## config.mk

```make
export PLATFORM = sky130hd
export DESIGN_NAME = rom_share_arbiter_flat
export DESIGN_NICKNAME = d
export VERILOG_FILES = /design/src/rtl/rom_share_arbiter_pkg.sv /design/src/rtl/rom_share_arbiter_if.sv /design/src/rtl/rom_share_arbiter_rr_pick2.sv /design/src/rtl/rom_share_arbiter.sv /design/src/flat_wrapper.sv
export SDC_FILE = /design/constraint.sdc
export NUM_CORES = 1
export LEC_CHECK = 0
export BUFFER_PORTS_ARGS = -buffer_cell sky130_fd_sc_hd__buf_2
export CORE_ASPECT_RATIO = 0.6
export CORE_MARGIN = 10
export CORE_UTILIZATION = 42
export CTS_CLUSTER_DIAMETER = 40
export DETAILED_ROUTE_END_ITERATION = 10
export PLACE_DENSITY = 0.73
export SYNTH_ARGS = -nofsm -noshare
export SYNTH_HDL_FRONTEND = slang
export SYNTH_SLANG_ARGS = --single-unit
```

## constraint.sdc

```tcl
create_clock -name clk -period 1.38 [get_ports clk]
set_input_delay 0.138 -clock clk [delete_from_list [all_inputs] [get_ports clk]]
set_output_delay 0.138 -clock clk [all_outputs]
set_load 0.03 [all_outputs]
```

## src/rtl/rom_share_arbiter_pkg.sv

```systemverilog
// rom_share_arbiter_pkg: FSM state encodings and owner constants shared by the ROM arbiter
package rom_share_arbiter_pkg;
  localparam logic [1:0] S_IDLE  = 2'd0;
  localparam logic [1:0] S_ISSUE = 2'd1;
  localparam logic [1:0] S_WAIT  = 2'd2;
  localparam logic [1:0] S_RESP  = 2'd3;
  localparam logic PORT0 = 1'b0;
  localparam logic PORT1 = 1'b1;
endpackage

```

## src/rtl/rom_share_arbiter_if.sv

```systemverilog
// rom_share_arbiter_if: two requester ports (req/addr/gnt/rvalid/rdata), ROM side (rom_addr/rom_q) and busy
interface rom_share_arbiter_if #(parameter int ADDR_W = 5, parameter int DATA_W = 4);
  logic              req0, req1, gnt0, gnt1, rvalid0, rvalid1, busy;
  logic [ADDR_W-1:0] addr0, addr1, rom_addr;
  logic [DATA_W-1:0] rdata0, rdata1, rom_q;
  modport master (
    output req0, addr0, req1, addr1, rom_q,
    input  gnt0, rvalid0, rdata0, gnt1, rvalid1, rdata1, rom_addr, busy
  );
  modport slave (
    input  req0, addr0, req1, addr1, rom_q,
    output gnt0, rvalid0, rdata0, gnt1, rvalid1, rdata1, rom_addr, busy
  );
endinterface

```

## src/rtl/rom_share_arbiter_rr_pick2.sv

```systemverilog
// rr_pick2: two-way round-robin picker; clk/rst/req0/req1/upd in, any/win out, last grant reg resets to port 1
module rr_pick2
  import rom_share_arbiter_pkg::*;
(
  input  logic clk,
  input  logic rst,
  input  logic req0,
  input  logic req1,
  input  logic upd,
  output logic any,
  output logic win
);
  logic last;
  assign any = req0 | req1;
  assign win = (req0 & req1) ? ~last : (req1 ? PORT1 : PORT0);
  always_ff @(posedge clk)
    if (rst) last <= PORT1;
    else if (upd) last <= win;
endmodule

```

## src/rtl/rom_share_arbiter.sv

```systemverilog
// rom_share_arbiter: one-at-a-time ROM reads for two ports; clk, rst, bus (slave: req/addr in, gnt/rvalid/rdata/rom_addr/busy out, rom_q in)
module rom_share_arbiter
  import rom_share_arbiter_pkg::*;
#(
  parameter int ADDR_W  = 5,
  parameter int DATA_W  = 4,
  parameter int ROM_LAT = 1
) (
  input  logic                clk,
  input  logic                rst,
  rom_share_arbiter_if.slave  bus
);
  logic [1:0]        state, lat_cnt;
  logic              owner, any, win, upd;
  logic              gnt0, gnt1, rv0, rv1;
  logic [ADDR_W-1:0] rom_addr;
  logic [DATA_W-1:0] rd0, rd1;
  assign upd = (state == S_IDLE) & any;
  rr_pick2 u_rr (
    .clk  (clk),
    .rst  (rst),
    .req0 (bus.req0),
    .req1 (bus.req1),
    .upd  (upd),
    .any  (any),
    .win  (win)
  );
  always_ff @(posedge clk)
    if (rst) begin
      state    <= S_IDLE;
      lat_cnt  <= '0;
      owner    <= PORT0;
      rom_addr <= '0;
      gnt0     <= 1'b0;
      gnt1     <= 1'b0;
      rv0      <= 1'b0;
      rv1      <= 1'b0;
      rd0      <= '0;
      rd1      <= '0;
    end else begin
      gnt0 <= 1'b0;
      gnt1 <= 1'b0;
      rv0  <= 1'b0;
      rv1  <= 1'b0;
      case (state)
        S_IDLE: if (any) begin
          rom_addr <= win ? bus.addr1 : bus.addr0;
          gnt0     <= win == PORT0;
          gnt1     <= win == PORT1;
          owner    <= win;
          state    <= S_ISSUE;
        end
        S_ISSUE: begin
          lat_cnt <= 2'(ROM_LAT - 1);
          state   <= (ROM_LAT == 1) ? S_RESP : S_WAIT;
        end
        S_WAIT: begin
          lat_cnt <= lat_cnt - 2'd1;
          state   <= (lat_cnt == 2'd1) ? S_RESP : S_WAIT;
        end
        default: begin
          rd0   <= (owner == PORT0) ? bus.rom_q : rd0;
          rd1   <= (owner == PORT1) ? bus.rom_q : rd1;
          rv0   <= owner == PORT0;
          rv1   <= owner == PORT1;
          state <= S_IDLE;
        end
      endcase
    end
  assign bus.gnt0     = gnt0;
  assign bus.gnt1     = gnt1;
  assign bus.rvalid0  = rv0;
  assign bus.rvalid1  = rv1;
  assign bus.rdata0   = rd0;
  assign bus.rdata1   = rd1;
  assign bus.rom_addr = rom_addr;
  assign bus.busy     = state != S_IDLE;
endmodule
```

## src/flat_wrapper.sv

```systemverilog
// flat-port wrapper written by rule: the top's interface ports become plain ports
module rom_share_arbiter_flat import rom_share_arbiter_pkg::*;
#(
  parameter int ADDR_W  = 5,
  parameter int DATA_W  = 4,
  parameter int ROM_LAT = 1
)
  (clk, rst, bus_req0, bus_addr0, bus_req1, bus_addr1, bus_rom_q, bus_gnt0, bus_rvalid0, bus_rdata0, bus_gnt1, bus_rvalid1, bus_rdata1, bus_rom_addr, bus_busy);
  rom_share_arbiter_if #(.ADDR_W(ADDR_W), .DATA_W(DATA_W)) bus_i ();
  input  logic clk;
  input  logic rst;
  input wire logic [$bits(bus_i.req0)-1:0] bus_req0;
  input wire logic [$bits(bus_i.addr0)-1:0] bus_addr0;
  input wire logic [$bits(bus_i.req1)-1:0] bus_req1;
  input wire logic [$bits(bus_i.addr1)-1:0] bus_addr1;
  input wire logic [$bits(bus_i.rom_q)-1:0] bus_rom_q;
  output wire logic [$bits(bus_i.gnt0)-1:0] bus_gnt0;
  output wire logic [$bits(bus_i.rvalid0)-1:0] bus_rvalid0;
  output wire logic [$bits(bus_i.rdata0)-1:0] bus_rdata0;
  output wire logic [$bits(bus_i.gnt1)-1:0] bus_gnt1;
  output wire logic [$bits(bus_i.rvalid1)-1:0] bus_rvalid1;
  output wire logic [$bits(bus_i.rdata1)-1:0] bus_rdata1;
  output wire logic [$bits(bus_i.rom_addr)-1:0] bus_rom_addr;
  output wire logic [$bits(bus_i.busy)-1:0] bus_busy;
  assign bus_i.req0 = bus_req0;
  assign bus_i.addr0 = bus_addr0;
  assign bus_i.req1 = bus_req1;
  assign bus_i.addr1 = bus_addr1;
  assign bus_i.rom_q = bus_rom_q;
  assign bus_gnt0 = bus_i.gnt0;
  assign bus_rvalid0 = bus_i.rvalid0;
  assign bus_rdata0 = bus_i.rdata0;
  assign bus_gnt1 = bus_i.gnt1;
  assign bus_rvalid1 = bus_i.rvalid1;
  assign bus_rdata1 = bus_i.rdata1;
  assign bus_rom_addr = bus_i.rom_addr;
  assign bus_busy = bus_i.busy;
  rom_share_arbiter #(.ADDR_W(ADDR_W), .DATA_W(DATA_W), .ROM_LAT(ROM_LAT)) u_core (.clk(clk), .rst(rst), .bus(bus_i));
endmodule
```

# Word level (Yosys, flattened, before mapping)
# Cells that the tools add are included.
# totals
elab_cells	41
ff_bits	23
output_inout_bits	18
# classes
n_eq_ne	4
n_reduce_logical	9
n_bitwise	9
n_mux	7
n_addsub	1
# ops
operator	n
1-bit inverter	6
2-bit case mux with 3 select lines	1
2-bit AND reduction	3
3-bit OR reduction	2
5-bit two-way mux	1
2-bit by 1-bit equality test with 1-bit output (second input constant)	2
2-bit case mux with 2 select lines	1
2-bit nonzero test	2
4-bit OR reduction	1
1-bit two-way mux	3
1-bit bitwise AND	2
2-bit equality test (second input constant)	1
2-bit logical NOT	1
2-bit two-way mux	1
2-bit by 1-bit != test with 1-bit output (second input constant)	1
2-bit by 1-bit subtractor with 2-bit output (second input constant)	1
1-bit bitwise OR	1

# Depth between registers and ports, before layout
# logic_depth
depth_word	4
mapped_depth	7
depth_no_buf	5

# Modules after synthesis
# Synthesis repeated with hierarchy kept, for this count alone.
# unflattened
cells_unflattened	102
area_unflattened_um2	998.5
# by_module_without_submodules
mod	area_each_um2	seq_area_each_um2	n_inst	cells_each
rom_share_arbiter	949.7	440.4	1	97
rr_pick2	48.8	20.0	1	5

# Worst setup path after synthesis
# No wires, ideal clock.
# synth_path
path_kind	reg-to-reg
from	register u_core.state[0]
to	register u_core.state[1]
setup_time_ns	0.128
path_slack_ns	-0.008
synth_period_minus_slack_ns	1.388
path_buffers	1
path_stages_with_launch	7
t_arrival_ns	1.260
required_time_ns	1.252
cell_sequence	dfxtp_1 inv_1 ha_1 buf_2 nor3b_1 mux2i_1 nor2_1
# synth_via
elab_chain_cells	2
elab_cells_between_ends	5
classes_between	eq/ne: 3; mux: 1; reduce/logical: 1
# synth_rtl
item	line	rtl
start, declared	rom_share_arbiter.sv:13	logic [1:0] state, lat_cnt;
start signal, assigned	rom_share_arbiter.sv:55	state <= (ROM_LAT == 1) ? S_RESP : S_WAIT;
start signal, assigned	rom_share_arbiter.sv:59	state <= (lat_cnt == 2'd1) ? S_RESP : S_WAIT;
2-bit equality test (tied with other cells)	rom_share_arbiter.sv:45	case (state)
2-bit case mux with 3 select lines / 2-bit by 1-bit != test with 1-bit output (equally long branches)	--	
# Several ways; a longest one is shown, not always the timed one.
# A chain may end at the register's enable or synchronous reset.

# Worst setup path in the final report
# Same ends and word-level chain as after synthesis.

==> reports/qor.yml <==
layout:
  layout.nets: 161
  final_cell_mix: "buf_2 (35), dfxtp_1 (23), nor2_1 (12), mux2i_1 (10)"
  drive_above_1_share_pct: 36.5
  syn2layout_area_growth_pct: 29.8
  n_fill_cell: 199
  final_common_cell: "buf_2"
  diodes: 0
  final_area_um2: 1250
  seq_area_um2: 460
  multi_input_area_um2: 484
die:
  rows: 13
  initial_utilization_pct: 44.1
  io_pins: 36
  dieArea_um2: 4670
  die_w_um: 81.8
  chipHeight_um: 57.1
  core_um2: 2180
timing:
  hold_ws_ps: 140
  fmax_ghz: 0.734
  max-slew-margin-rel_pct: 72.1
  finalSetupViolCount: 0
  worst_pin_slew_ps: 414
  slew_violations: 0
  skew_ps: 4.18
  hold_viol: 0
  post-route-period-util_pct: 98.8
  period_needed_ps: 1360
  rsz0062_at_grt: "true"
routing:
  drt-pass1-iter-count: 4
  drc: 0
  initialDrtViolationCount: 75
  drt-total-wl_um: 2290
  wl_per_cell_um: 13.7
  ant_nets: 0
  routed_via_density: 4.81
  vias: 803
yosys:
  async_reset_ff_share_pct: 0
  avgSynthCellArea_um2: 9.62
  yosysWarningCount: 0
  synth_seq_area_share_pct: 47.9
  synth_cell_types: 26
  synth_edf_count: 0
  synth_area_um2: 962
  yosys.area.top_type: "dfxtp_1"
  synth_top_area_share_pct: 47.9
  syn_nets: 123
  synthCells: 100
  ys.flop_type: "dfxtp_1"
  synth-seq-cells: 23
  synth.area.top_cells: "dfxtp_1 (48%), mux2i_1 (10%), ha_1 (6.5%), a211oi_1 (4.7%), nor2_1 (4.7%)"
critical_path:
  end_kind: "register"
  critPathArrivalTime_ps: 1500
  crit_path_max_fanout: 9
  cp-start-kind: "register"
  path_class: "reg2reg"
  required_ps: 1520
  r2r_slack_ps: 20
run_status:
  status: "completed"
hold_path:
  worstHoldPathType: "in2reg"
power_and_ir_drop:
  leakagePower_nw: 0.589
  vdd_drop_max_uv: 1210
  p_per_area_nw_per_um2: 1920
global_route:
  grt_pass1_vias: 839
  grt_start_max_net_pins: 24
  grt-ovfl-total: 0
  grt_pass1_wl_um: 3870
  antenna_found_initial: 0
  track_usage_pct: 10.3
clocking:
  cts_buffer_depth: 2
  root_buffer: "clkbuf_8"
  clk_latency_ps: 260
  cts_setup_buffers: 0
  cts.sinks: 23
  clkSlewWorstSetupHoldPaths_ps: 80
  h-tree-depth: 1
  cts_made_buffers: 3
  cts_tree: "done"
placed_design:
  gp_congestion: 0.757
  dpl-instance-area_um2: 1180
  dp_hpwl_um: 1820
  io_buffers: 35
run:
  maxCapViolCount: 0
-- sequential cells by signal, indices dropped and copies added, names as in the netlist --
name / count
u_core.bus.rom_addr: 5
u_core.bus.rdata0: 4
u_core.bus.rdata1: 4
u_core.lat_cnt: 2
u_core.state: 2
u_core.bus.gnt0: 1
u_core.bus.gnt1: 1
u_core.bus.rvalid0: 1
u_core.bus.rvalid1: 1
u_core.owner: 1
u_core.u_rr.last: 1
-- power by group --
part / switching, W / total, W / internal, W
clock: 0.000203 / 0.000404 / 0.000201
combinational: 0.000673 / 0.00111 / 0.000439
sequential: 0.0000681 / 0.000877 / 0.000809
total: 0.000944 / 0.00239 / 0.00145
-- worst max-delay path, cell delays in order (launching register included) --
cell and delay [ps]:
dfxtp_1 320, inv_1 80, ha_2 280, nor3b_4 280, mux2i_1 220, nor2_1 50
-- cells in the mapped netlist (2+ instances only) --
cell,count
a211oi_1,6
a21oi_1,6
buf_2,3
clkbuf_1,3
dfxtp_1,23
ha_1,5
inv_1,4
mux2i_1,10
nand2_1,6
nand2b_1,2
nand3_1,5
nor2_1,12
nor3b_1,2
-- stage by stage --
step | util [%] | power (W) | setup TNS, ps | cells | setup slack (ps)
floorplan | - | 0.00165 | 0 | 100 | 104
global placement | 54.3 | 0.00190 | 0 | 163 | 25.1
detailed placement | 54.3 | 0.00195 | -320 | 163 | -69.8
CTS | 56.9 | 0.00239 | 0 | 167 | 55.1
global route | 57.3 | 0.00256 | -41.5 | 167 | -30.4
finish | 57.3 | 0.00239 | 0 | 167 | 17.1
-- layout make-up --
cell class,instances,share of cell area (%)
inverter,4,1.20
clock inverter,1,0.401
clock buffer,3,3.31
sequential,23,36.9
multi-input combinational,67,38.8
tap,30,3.01
timing repair buffer,39,16.4
-- metal layers --
metal	track usage [%]	part of all wire, %	vias to the layer above
met1	11.1	42	367
met3	4.06	5.9	2
li1	-	-	421
met2	17.8	52	13
met5	0	0	-
met4	3.62	0.96	0
-- cell families (layout without fill, tap and decap cells) --
| group | after synthesis | after routing | share of synthesized area, % |
|---|---|---|---|
| AND/OR/NAND/NOR | 33 | 33 | 16.4 |
| flip-flops | 23 | 23 | 47.9 |
| AO/OA/AOI/OAI | 18 | 18 | 13.4 |
| buffers and inverters | 10 | 47 | 4.29 |
| multiplexers | 11 | 11 | 11.6 |
| adder cells (fa/ha/maj) | 5 | 5 | 6.50 |
-- final timing paths --
path,from,endpoint,cells after the start
setup / recovery,u_core.state[0],u_core.state[1],5
hold / removal,bus_rom_q[0],u_core.bus.rdata1[0],3
setup reg to reg,u_core.state[0],u_core.state[1],5
hold reg to reg,u_core.bus.rdata1[0],u_core.bus.rdata1[0],2
-- timing repair --
action / 4_1_cts / 5_1_grt
hold buffers: 0 / 0
endpoints found under the setup margin: 7 / 6
resized for setup: 3 / 2
Note: power is estimated with default switching activity, not from simulation.
